`src/rtl/muldiv_issue.sv`:
```
// Issue-side controller for the iterative RV32M multiply/divide unit.
// Holds one M-extension operation from accept through request, wait and writeback.
module muldiv_issue #(
    parameter int XLEN    = 32,
    parameter int TAG_W   = 5,
    parameter int TIMEOUT = 64
) (
    input  logic             clock,
    input  logic             reset,
    input  logic             inst_valid,
    output logic             inst_ready,
    input  logic [2:0]       inst_funct3,
    input  logic [XLEN-1:0]  inst_rs1,
    input  logic [XLEN-1:0]  inst_rs2,
    input  logic [TAG_W-1:0] inst_rd,
    input  logic             flush,
    output logic             md_req_valid,
    input  logic             md_req_ready,
    output logic [3:0]       md_req_fn,
    output logic             md_req_dw,
    output logic [XLEN-1:0]  md_req_in1,
    output logic [XLEN-1:0]  md_req_in2,
    output logic [TAG_W-1:0] md_req_tag,
    output logic             md_kill,
    input  logic             md_resp_valid,
    output logic             md_resp_ready,
    input  logic [XLEN-1:0]  md_resp_data,
    input  logic [TAG_W-1:0] md_resp_tag,
    output logic             wb_valid,
    input  logic             wb_ready,
    output logic [TAG_W-1:0] wb_rd,
    output logic [XLEN-1:0]  wb_data,
    output logic             timeout_err,
    output logic             tag_err,
    output logic [31:0]      done_count
);

    localparam int CNT_W = $clog2(TIMEOUT) + 1;
    localparam logic [CNT_W-1:0] CNT_LAST = CNT_W'(TIMEOUT - 1);

    typedef enum logic [1:0] {
        S_IDLE = 2'd0,
        S_REQ  = 2'd1,
        S_WAIT = 2'd2,
        S_WB   = 2'd3
    } state_t;

    state_t             r_state;
    logic [3:0]         r_fn;
    logic [XLEN-1:0]    r_in1;
    logic [XLEN-1:0]    r_in2;
    logic [TAG_W-1:0]   r_rd;
    logic [XLEN-1:0]    r_wb_data;
    logic [CNT_W-1:0]   r_wait_cnt;
    logic [31:0]        r_done_count;

    logic w_idle;
    logic w_req;
    logic w_wait;
    logic w_wb;
    logic w_resp_fire;
    logic w_timeout_kill;

    assign w_idle = (r_state == S_IDLE);
    assign w_req  = (r_state == S_REQ);
    assign w_wait = (r_state == S_WAIT);
    assign w_wb   = (r_state == S_WB);

    // A response arriving on the last allowed cycle beats the timeout.
    assign w_resp_fire    = w_wait && !flush && md_resp_valid;
    assign w_timeout_kill = w_wait && !flush && !md_resp_valid && (r_wait_cnt == CNT_LAST);

    always_ff @(posedge clock) begin
        if (reset) begin
            r_state      <= S_IDLE;
            r_fn         <= '0;
            r_in1        <= '0;
            r_in2        <= '0;
            r_rd         <= '0;
            r_wb_data    <= '0;
            r_wait_cnt   <= '0;
            r_done_count <= '0;
        end else begin
            case (r_state)
                S_IDLE: begin
                    if (inst_valid && !flush) begin
                        r_fn    <= {1'b0, inst_funct3};
                        r_in1   <= inst_rs1;
                        r_in2   <= inst_rs2;
                        r_rd    <= inst_rd;
                        r_state <= S_REQ;
                    end
                end
                S_REQ: begin
                    if (flush) begin
                        r_state <= S_IDLE;
                    end else if (md_req_ready) begin
                        r_wait_cnt <= '0;
                        r_state    <= S_WAIT;
                    end
                end
                S_WAIT: begin
                    if (r_wait_cnt != '1) begin
                        r_wait_cnt <= r_wait_cnt + CNT_W'(1);
                    end
                    if (flush) begin
                        r_state <= S_IDLE;
                    end else if (md_resp_valid) begin
                        r_wb_data <= md_resp_data;
                        r_state   <= S_WB;
                    end else if (r_wait_cnt == CNT_LAST) begin
                        r_state <= S_IDLE;
                    end
                end
                S_WB: begin
                    if (flush) begin
                        r_state <= S_IDLE;
                    end else if (wb_ready) begin
                        r_done_count <= r_done_count + 32'd1;
                        r_state      <= S_IDLE;
                    end
                end
                default: r_state <= S_IDLE;
            endcase
        end
    end

    assign inst_ready    = w_idle;
    assign md_req_valid  = w_req && !flush;
    assign md_resp_ready = w_wait && !flush;
    assign wb_valid      = w_wb && !flush;

    // Request fields read as zero while idle so nothing stale leaks onto the bus.
    assign md_req_fn  = w_idle ? 4'd0 : r_fn;
    assign md_req_dw  = !w_idle;
    assign md_req_in1 = w_idle ? '0 : r_in1;
    assign md_req_in2 = w_idle ? '0 : r_in2;
    assign md_req_tag = w_idle ? '0 : r_rd;

    assign md_kill     = w_wait && (flush || w_timeout_kill);
    assign timeout_err = w_timeout_kill;
    assign tag_err     = w_resp_fire && (md_resp_tag != r_rd);

    // Writeback always targets the issued rd, even if the unit returned a different tag.
    assign wb_rd      = w_wb ? r_rd : '0;
    assign wb_data    = w_wb ? r_wb_data : '0;
    assign done_count = r_done_count;

endmodule

```
`config.mk`:
```
export PLATFORM = sky130hd
export DESIGN_NAME = muldiv_issue
export DESIGN_NICKNAME = d
export VERILOG_FILES = /design/src/rtl/muldiv_issue.sv
export SDC_FILE = /design/constraint.sdc
export NUM_CORES = 1
export LEC_CHECK = 0
export BUFFER_PORTS_ARGS = -buffer_cell sky130_fd_sc_hd__buf_2
export CAP_MARGIN = 20
export CORE_UTILIZATION = 48
export DETAILED_ROUTE_END_ITERATION = 16
export PLACE_DENSITY_LB_ADDON = 0.1
export SLEW_MARGIN = 20
export SYNTH_ARGS = -nofsm -noshare
export SYNTH_HDL_FRONTEND = slang
export SYNTH_SLANG_ARGS = --single-unit
```
`constraint.sdc`:
```
create_clock -name clock -period 2.25 [get_ports clock]
set_input_delay 0.45 -clock clock [delete_from_list [all_inputs] [get_ports clock]]
set_output_delay 0.45 -clock clock [all_outputs]
set_load 0.02 [all_outputs]
```
==> metrics, run 1 <==
post-synthesis register bit count=145; CTS sink cnt=145; syn nets=953; Net Switching=roughly 1300 uW; failing checks=setup timing; top-area cell type share of the netlist area=45.7%; CP cell instances=ha_4 > nand3_2 > or4_4 > a21oi_4 > buf_6; Power per Cell Area=667 nW/um^2; GRT Resource Usage Total=25.9%; Final min period=2290 ps; fin util=67.3%; Slew HR=63.3%; Placed Area=about 7900 um^2; Tcrit/Tclk final=102%; Final Cell Area=roughly 8600 um^2; critical path's slowest cell=or4_4; clock latency on the worst-skew pair=about 420 ps; Post-Synthesis Cells=835; final WL=~18 mm; number of global-route vias before repair=5701; residual DRC count=0; clk slew on worst S/H paths=50 ps; Vias/cell=5.12; antenna violations before repair=0; final setup TNS=-75.8 ps; main area contributors after synthesis=dfxtp_1 (46%), nand2_1 (13%), a21oi_1 (10%); Seq pwr share=46.5%; final worst setup slack=-41.0 ps; Clock Power Share=about 47%; internal power=~4500 uW; root buffer cell=clkbuf_16; Pre-antenna DRT Iters=5; setup slack, reg-to-reg=190 ps; CP Launch Type=flip-flop; gpl congestion=0.807; Pins Over Slew Limit=0; Fin. Hold Viols=0; post-route ant nets=0; Final Skew=approximately 11 ps; proportion of layout cells with a drive suffix above 1=30.2%; Sw Ratio=22.2%; Synth async-reset ratio=0%; via count of the routed design=6448; Starting Density=49.7%; TritonCTS Buffers=17; Inserted Diodes=0; Synth Cell Area=6350 um^2; Initial DRC Count=476; syn avg cell area=7.61 um^2; WHS=257 ps; num rows=around 40; worst min path class=input port to flip-flop; Die ar.=13700 um^2; peak supply drop=~0.51 mV; ys flop type=dfxtp_1; Max Cap Viol=0; RSZ-0062 raised after global routing=yes; # hold bufs at CTS=0; most numerous cell in the Yosys netlist=nand2_1; status=finished with violations; Worst setup EP type=primary output; largest net degree at the start of global routing=74; Ys Warns=0; Area growth syn-to-layout=35.2%; clock tree buffer depth=2; combinational share of power=6.6%; synth unique cells=41; Slew @ Worst Pin=544 ps; Critical Path RT=1800 ps; Congestion Overflow GR=0; sequential cell area fraction in the yosys report=45.7%; largest area contributor in the netlist=dfxtp_1; die height=between 100 and 150 um; commonest cells in the netlist=nand2_1 (225), dfxtp_1 (145), a21oi_1 (129); IO buf count=264; peak fanout along the critical path=3; global-route wire length before repair=around 28 mm; Final setup viols=2; WS Path Type=flip-flop to primary output; Max stage delay on crit path=roughly 540 ps; Nets=1195; core region area=around 13000 um^2; Leak Pwr=0.00392 uW; EDFF count, synth=0; H-tree Lvls=4; TritonCTS clock tree=yes; f_max=436 MHz; Power Total=~5700 uW; I/O Pins=266; Arrival @ worst endpoint=1840 ps; routed length per instance=14.2 um; DPL Wire Length=roughly 11 mm; Die Wd=117 um
## metrics by stage
stage	std cells	worst slack, ps
6_report	1260	-41.0
3_5_place_dp	1226	21.2
5_1_grt	1260	-107
2_1_floorplan	835	62.9
4_1_cts	1259	-51.6
3_3_place_gp	1226	67.7
## layout by cell type, fill, tap and decap left out, types with 2 or more instances in the layout
cell type,n
and2_1,74
bufinv_16,2
nand4_1,4
clkbuf_16,17
nand2_1,225
nand3_1,18
dfxtp_2,3
o31ai_1,10
nand3b_1,2
o21ai_0,14
nor3_1,7
clkbuf_1,4
buf_12,8
inv_1,9
nand3_2,2
a21oi_1,128
clkbuf_8,2
nor4_1,4
or3_1,11
nor2_1,18
clkinv_2,5
xor2_1,5
buf_2,261
a31oi_1,4
xnor2_1,11
or4_4,2
or4_1,11
buf_6,2
dfxtp_1,142
buf_4,15
and3_1,40
and4_1,3
## sequential cells by signal, indices dropped and copies added (netlist names)
name	cells
done_count	32
r_fn	3
r_in1	32
r_in2	32
r_rd	5
r_state	2
r_wait_cnt	7
r_wb_data	32
## kinds of logic (layout without fill, tap and decap cells)
group | after synthesis | count (layout) | synth area share (%)
compound gates | 164 | 164 | 13.8
xor+xnor | 16 | 16 | 2.21
other cells | 1 | 1 | 0.0590
simple gates | 432 | 432 | 33.2
flops | 145 | 145 | 45.7
mux | 1 | 1 | 0.158
buf+inv | 74 | 327 | 4.49
fa+ha+maj | 2 | 2 | 0.394
## worst max-delay path, delay by kind of cell, from the launching register on
| family | cells | cell delay [ps] |
|---|---|---|
| adder cells (fa/ha/maj) | 1 | 140 |
| AND/OR/NAND/NOR | 2 | 620 |
| AO/OA/AOI/OAI | 1 | 160 |
| flip-flops | 1 | 360 |
| buffers and inverters | 1 | 140 |
## per-layer routing
| metal | track usage [%] | part of all wire (%) | vias up | routed length, um |
|---|---|---|---|---|
| li1 | - | - | 3274 | - |
| met1 | 31.1 | 42 | 2905 | 7560 |
| met2 | 42.3 | 47 | 232 | 8450 |
| met3 | 7.62 | 7.1 | 37 | 1260 |
| met4 | 12.8 | 3.2 | 0 | 569 |
| met5 | 0 | 0 | - | 0 |
## path summary, 6_finish.rpt
path | from | to | depth (start not counted)
worst min register to register | r_in2[1] | r_in2[1] | 2
worst max-delay path | r_wait_cnt[1] | md_kill | 5
worst max register to register | done_count[3] | done_count[31] | 5
worst min-delay path | inst_rs2[9] | r_in2[9] | 3
## power groups by stage
stage | Combinational, uW | Clock (uW) | Sequential, uW
final | 379 | 2690 | 2660
after global routing | 420 | 2840 | 2670
after CTS | 379 | 2730 | 2660
after detailed placement | 367 | 0 | 2720
after global placement | 364 | 0 | 2720
after floorplan | 198 | 0 | 2710
## timing repair
item | in CTS | in global routing
hold endpoints to repair | 0 | 0
pin swaps | 2 | 1
setup endpoints to repair | 76 | 9
setup buffers | 2 | 1
gates cloned | 1 | 0
resized for setup | 26 | 3
## final cells by class
cell class,instances,area [um^2]
clock inverter,7,85.1
fill,1158,4180
timing repair buffer,288,1650
sequential,145,2910
tap,172,215
clock buffer,23,468
multi-input combinational,616,3230
inverter,9,33.8
Note: power is estimated with default switching activity, not from simulation.
==> run 2, diff against run 1 <==
Settings changed: CORE_UTILIZATION 48 to 43, SKIP_CTS_REPAIR_TIMING from default to 1.
Clock period 2.25 ns to 1.9 ns, I/O delays scaled along.
==> run 2 against run 1 <==
- the run still ends with setup timing left
- non-clock buffer count up 47
- via count up 4.6%
- largest cell class unchanged
- routed wire length grew 12%
- clock skew decreased by 1.9 ps
- largest power group unchanged
- critical endpoint unchanged
==> metrics, run 2 (synthesis gave the netlist of run 1 again) <==
proportion of layout cells with a drive suffix above 1=37.8%; peak supply drop=0.658 mV; worst hold endpoint=r_in2[30]; Arrival @ worst endpoint=1810 ps; Clock Power Share=around half; GRT Resource Usage Total=22.9%; I/O Pins=266; routed length per instance=roughly 15 um; clock latency on the worst-skew pair=420 ps; gpl congestion=0.838; clock tree buffer depth=2; Worst setup EP type=primary output; Power per Cell Area=779 nW/um^2; root buffer cell=clkbuf_16; failing checks=setup timing; Initial DRC Count=between 300 and 400; fillers=1279; residual DRC count=0; CP cell instances=ha_4 > nand3_2 > or4_4 > a21oi_2 > buf_6; Nets=1244; non-filler cells, final=1323; TritonCTS Buffers=17; Seq pwr share=42.2%; die height=124 um; setup slack, reg-to-reg=-80 ps; IO buf count=264; Leak Pwr=around 0.0043 uW; Critical Path RT=1520 ps; final worst setup slack=-293 ps; R2R Path Start=done_count[1]; CTS sink cnt=145; Sw Ratio=a little over a fifth; clk slew on worst S/H paths=60 ps; Pre-antenna DRT Iters=5; Worst Hold Launch=inst_rs2[30]; DPL Wire Length=12.0 mm; peak fanout along the critical path=3; via count of the routed design=6742; combinational share of power=7.0%; most frequent cells in the layout=nand2_1 (225), buf_2 (224), dfxtp_1 (131); antenna violations before repair=1; Net Switching=1590 uW; critical path's slowest cell=or4_4; number of global-route vias before repair=approximately 5.7k; Congestion Overflow GR=0; hold depth=3; f_max=456 MHz; Die ar.=15300 um^2; internal power=5880 uW; placed insts=1262; Area growth syn-to-layout=50.9%; core region area=14500 um^2; path depth of the worst reg2reg path=7; commonest non-fill, non-tap cell in the layout=nand2_1; Fin. Hold Viols=0; Max stage delay on crit path=550 ps; num rows=44; status=finished with violations; CP Launch Type=flip-flop; Starting Density=43.9%; H-tree Lvls=4; Final min period=between 2000 and 2500 ps; final WL=approximately 20 mm; Max Cap Viol=0; post-route ant nets=0; WS Path Type=flip-flop to primary output; Die Wd=124 um; Final setup viols=86; RSZ-0062 raised after global routing=yes; Vias/cell=5.10; worst min path class=input port to flip-flop; Tcrit/Tclk final=115%; Pins Over Slew Limit=0; largest net degree at the start of global routing=74; global-route wire length before repair=approximately 27 mm; TritonCTS clock tree=yes; Final Skew=8.74 ps; WHS=191 ps; worst flop-to-flop path endpoint=done_count[30]
run 2: layout make-up:
| class | count | area [um^2] | area share [%] |
|---|---|---|---|
| clock buffers | 21 | 460 | 4.80 |
| multi-input cells | 618 | 3400 | 35.4 |
| clock inverters | 10 | 206 | 2.15 |
| diodes | 1 | 2.50 | 0.0261 |
| repair buffers | 335 | 2330 | 24.3 |
| well taps | 184 | 230 | 2.40 |
| flip-flops and latches | 145 | 2930 | 30.5 |
| inverters | 9 | 33.8 | 0.352 |
run 2: worst max-delay path by stage:
| stage | start | endpoint | slack (ps) | cells past startpoint |
|---|---|---|---|---|
| floorplan | r_state[0] | tag_err | -120 | 5 |
| global placement | flush | done_count[31] | -130 | 6 |
| detailed placement | flush | done_count[31] | -150 | 6 |
| CTS | r_wait_cnt[1] | md_kill | -430 | 5 |
| global route | r_wait_cnt[0] | timeout_err | -350 | 5 |
| finish | r_wait_cnt[0] | md_kill | -290 | 5 |
run 2: per-stage QoR:
step	setup TNS (ps)	power [uW]	utilization, %	cell area [um^2]	setup slack, ps
floorplan	-130	3440	-	6390	-124
global placement	-1110	3670	56.1	8130	-127
detailed placement	-1450	3670	56.1	8130	-153
CTS	-30290	7460	60.7	8790	-430
global route	-17800	7720	66.2	9590	-354
finish	-13350	7470	66.2	9590	-293
run 2: layer usage:
layer	vias up	GRT usage [%]	routed length [um]
met1	3130	28.4	8650
met2	195	37.7	9610
li1	3394	-	-
met5	-	0	0
met3	23	7.29	1300
met4	0	7.23	376
run 2: critical path: cells and delay by family (launching register included):
kind / cells / cell delay, ps
flops: 1 / 350
simple gates: 2 / 630
compound gates: 1 / 150
buf+inv: 1 / 130
fa+ha+maj: 1 / 140
run 2: power groups by stage:
stage / sequential, uW / clock [uW] / combinational (uW)
after floorplan: 3210 / 0 / 235
after global placement: 3220 / 0 / 452
after detailed placement: 3220 / 0 / 454
after CTS: 3150 / 3860 / 456
after global routing: 3160 / 3990 / 575
final: 3150 / 3790 / 526
==> run 3, diff against run 2 <==
Settings changed: ABC_AREA from default to 1, CORE_UTILIZATION 43 to 44, CTS_CLUSTER_SIZE from default to 8.
==> run 3 against run 2 <==
- the flow still finishes with violations (setup timing)
- clock power barely moved
- total power rose by 29%
- die area rose by 1.1%
- fmax rose by 14%
- area after synthesis rose by 3.5%
- sequential share of layout area rose by 0.91 points
- non-clock buffer count fell by 39
- register-to-register slack improved by 170 ps
- final area fell by 3.3%
- clock skew barely moved
- sequential power rose by 7.6%
- via count rose by 3.5%
==> metrics, run 3 <==
status=finished with violations; failing checks=setup timing; Pins Over Slew Limit=0; TritonCTS clock tree=yes; Nets=1371; Final Skew=8.54 ps; routed length per instance=14.0 um; number of global-route vias before repair=6021; Sequential Area=2910 um^2; largest net degree at the start of global routing=94; Fin. Hold Viols=0; via count of the routed design=6975; gpl congestion=0.852; non-filler cells, final=between 1k and 1.5k; CP top delay family=buffers and inverters; most frequent cells in the layout=buf_2 (240), nor2_1 (197), inv_1 (170); Vias/cell=approximately 4.8; final setup TNS=-257 ps; CTS sink cnt=145; footprint of the multi-input gates=~2900 um^2; H-tree Lvls=4; Synth async-reset ratio=0%; WS Path Type=flip-flop to primary output; hold depth=3; largest area contributor in the netlist=dfxtp_1; Area growth syn-to-layout=41.1%; num rows=44; Pre-antenna DRT Iters=8; core region area=14500 um^2; Final min period=1920 ps; Tcrit/Tclk final=101%; Final setup viols=26; Synth Cell Area=6580 um^2; peak supply drop=roughly 0.66 mV; Power per Cell Area=1040 nW/um^2; syn nets=1108; EDFF count, synth=0; worst flop-to-flop path endpoint=r_in2[18]; placed insts=about 1.4k; syn avg cell area=~6.6 um^2; critical path's slowest cell=dfxtp_4; Ys Warns=0; main area contributors after synthesis=dfxtp_1 (44%), nor2_1 (11%), inv_1 (9.9%); Initial DRC Count=392; worst min path class=input port to flip-flop; global-route wire length before repair=29.9 mm; post-route ant nets=0; Max stage delay on crit path=between 300 and 400 ps; antenna violations before repair=4; commonest non-fill, non-tap cell in the layout=buf_2; synth unique cells=26; RSZ-0062 raised after global routing=yes; Worst Hold Launch=inst_rs2[11]; post-synthesis register bit count=145; f_max=520 MHz; setup slack, reg-to-reg=about 90 ps; Buf/Inv on CP=3; top-area cell type share of the netlist area=between 40% and 50%; Starting Density=approximately 45%; DPL Wire Length=13.0 mm; Die Wd=between 100 and 150 um; die height=124 um; Worst setup EP type=primary output; root buffer cell=clkbuf_16; Die ar.=~15000 um^2; clock tree buffer depth=2; Post-Synthesis Cells=990; ys flop type=dfxtp_1; most numerous cell in the Yosys netlist=nor2_1; final worst setup slack=-23.2 ps; worst hold endpoint=r_in2[11]; CP cell instances=nor2_4 > buf_12 > clkbuf_16 > nor2_1 > buf_2; sequential cell area fraction in the yosys report=44.1%; fillers=1340; CP Launch Type=flip-flop; commonest cells in the netlist=nor2_1 (200), inv_1 (173), dfxtp_1 (145); clk slew on worst S/H paths=roughly 60 ps; I/O Pins=266; Critical Path RT=1520 ps; Leak Pwr=0.00431 uW; TritonCTS Buffers=17; Congestion Overflow GR=0; IO buf count=264; path depth of the worst reg2reg path=8; GRT Resource Usage Total=around a quarter; residual DRC count=0; clock latency on the worst-skew pair=between 400 and 500 ps; final WL=20.3 mm; peak fanout along the critical path=8; proportion of layout cells with a drive suffix above 1=between 20% and 30%; R2R Path Start=r_state[1]; Arrival @ worst endpoint=1540 ps; Max Cap Viol=0
## run 3: per-layer routing
layer | vias to the layer above | GRT usage, % | wire, um
met5 | - | 0 | 13
met4 | 2 | 7.09 | 256
met3 | 25 | 7.20 | 1270
met2 | 225 | 37.7 | 9850
met1 | 3110 | 31.3 | 8930
li1 | 3613 | - | -
## run 3: final cells by class
class / instances / area share (%)
Antenna cell: 3 / 0.0809
Clock buffer: 19 / 4.67
Clock inverter: 13 / 2.52
Inverter: 176 / 7.15
Multi-Input combinational cell: 617 / 30.8
Sequential cell: 145 / 31.4
Tap cell: 184 / 2.48
Timing Repair Buffer: 296 / 20.8
## run 3: how the worst max path moves through the flow
stage | end | cells after the start | start | slack, ps
floorplan | md_req_in2[26] | 4 | r_state[1] | 150
finish | md_req_fn[0] | 5 | r_state[1] | -20
global route | md_kill | 6 | r_state[0] | -110
detailed placement | done_count[14] | 10 | flush | 180
CTS | md_kill | 5 | r_state[1] | -250
global placement | md_kill | 5 | r_state[1] | 180
## run 3: cell families after synthesis
| family | after synthesis | synth area share (%) |
|---|---|---|
| AOI/OAI and AO/OA | 240 | 18.3 |
| xor gates and xnor gates | 7 | 0.932 |
| adders and majority gates | 2 | 0.381 |
| buffers and inverters | 228 | 13.4 |
| DFF | 145 | 44.1 |
| other | 1 | 0.0570 |
| and+or+nand+nor | 367 | 22.7 |
## run 3: power by group
part / switching (uW) / internal [uW]
sequential: 93.5 / 3290
combinational: 1350 / 1090
clock: 1320 / 2470
## run 3: worst reg2reg max path: stages, from the launching register on
cell      delay [ps]
dfxtp_4          360
nor2_4           200
buf_8            190
inv_1             70
nor2_1           160
clkinv_2         110
buf_12           210
o21ai_0          290
a21oi_1           90
## run 3: through the flow
step / setup slack, ps / util (%) / total power (uW) / hold WS, ps / cell area, um^2
floorplan: 151 / - / 4470 / 430 / 6580
global placement: 176 / 55.6 / 4990 / 438 / 8080
detailed placement: 176 / 55.6 / 5000 / 441 / 8080
CTS: -249 / 60.2 / 8770 / 221 / 8750
global route: -112 / 63.8 / 9990 / 228 / 9280
finish: -23.2 / 63.8 / 9610 / 226 / 9280
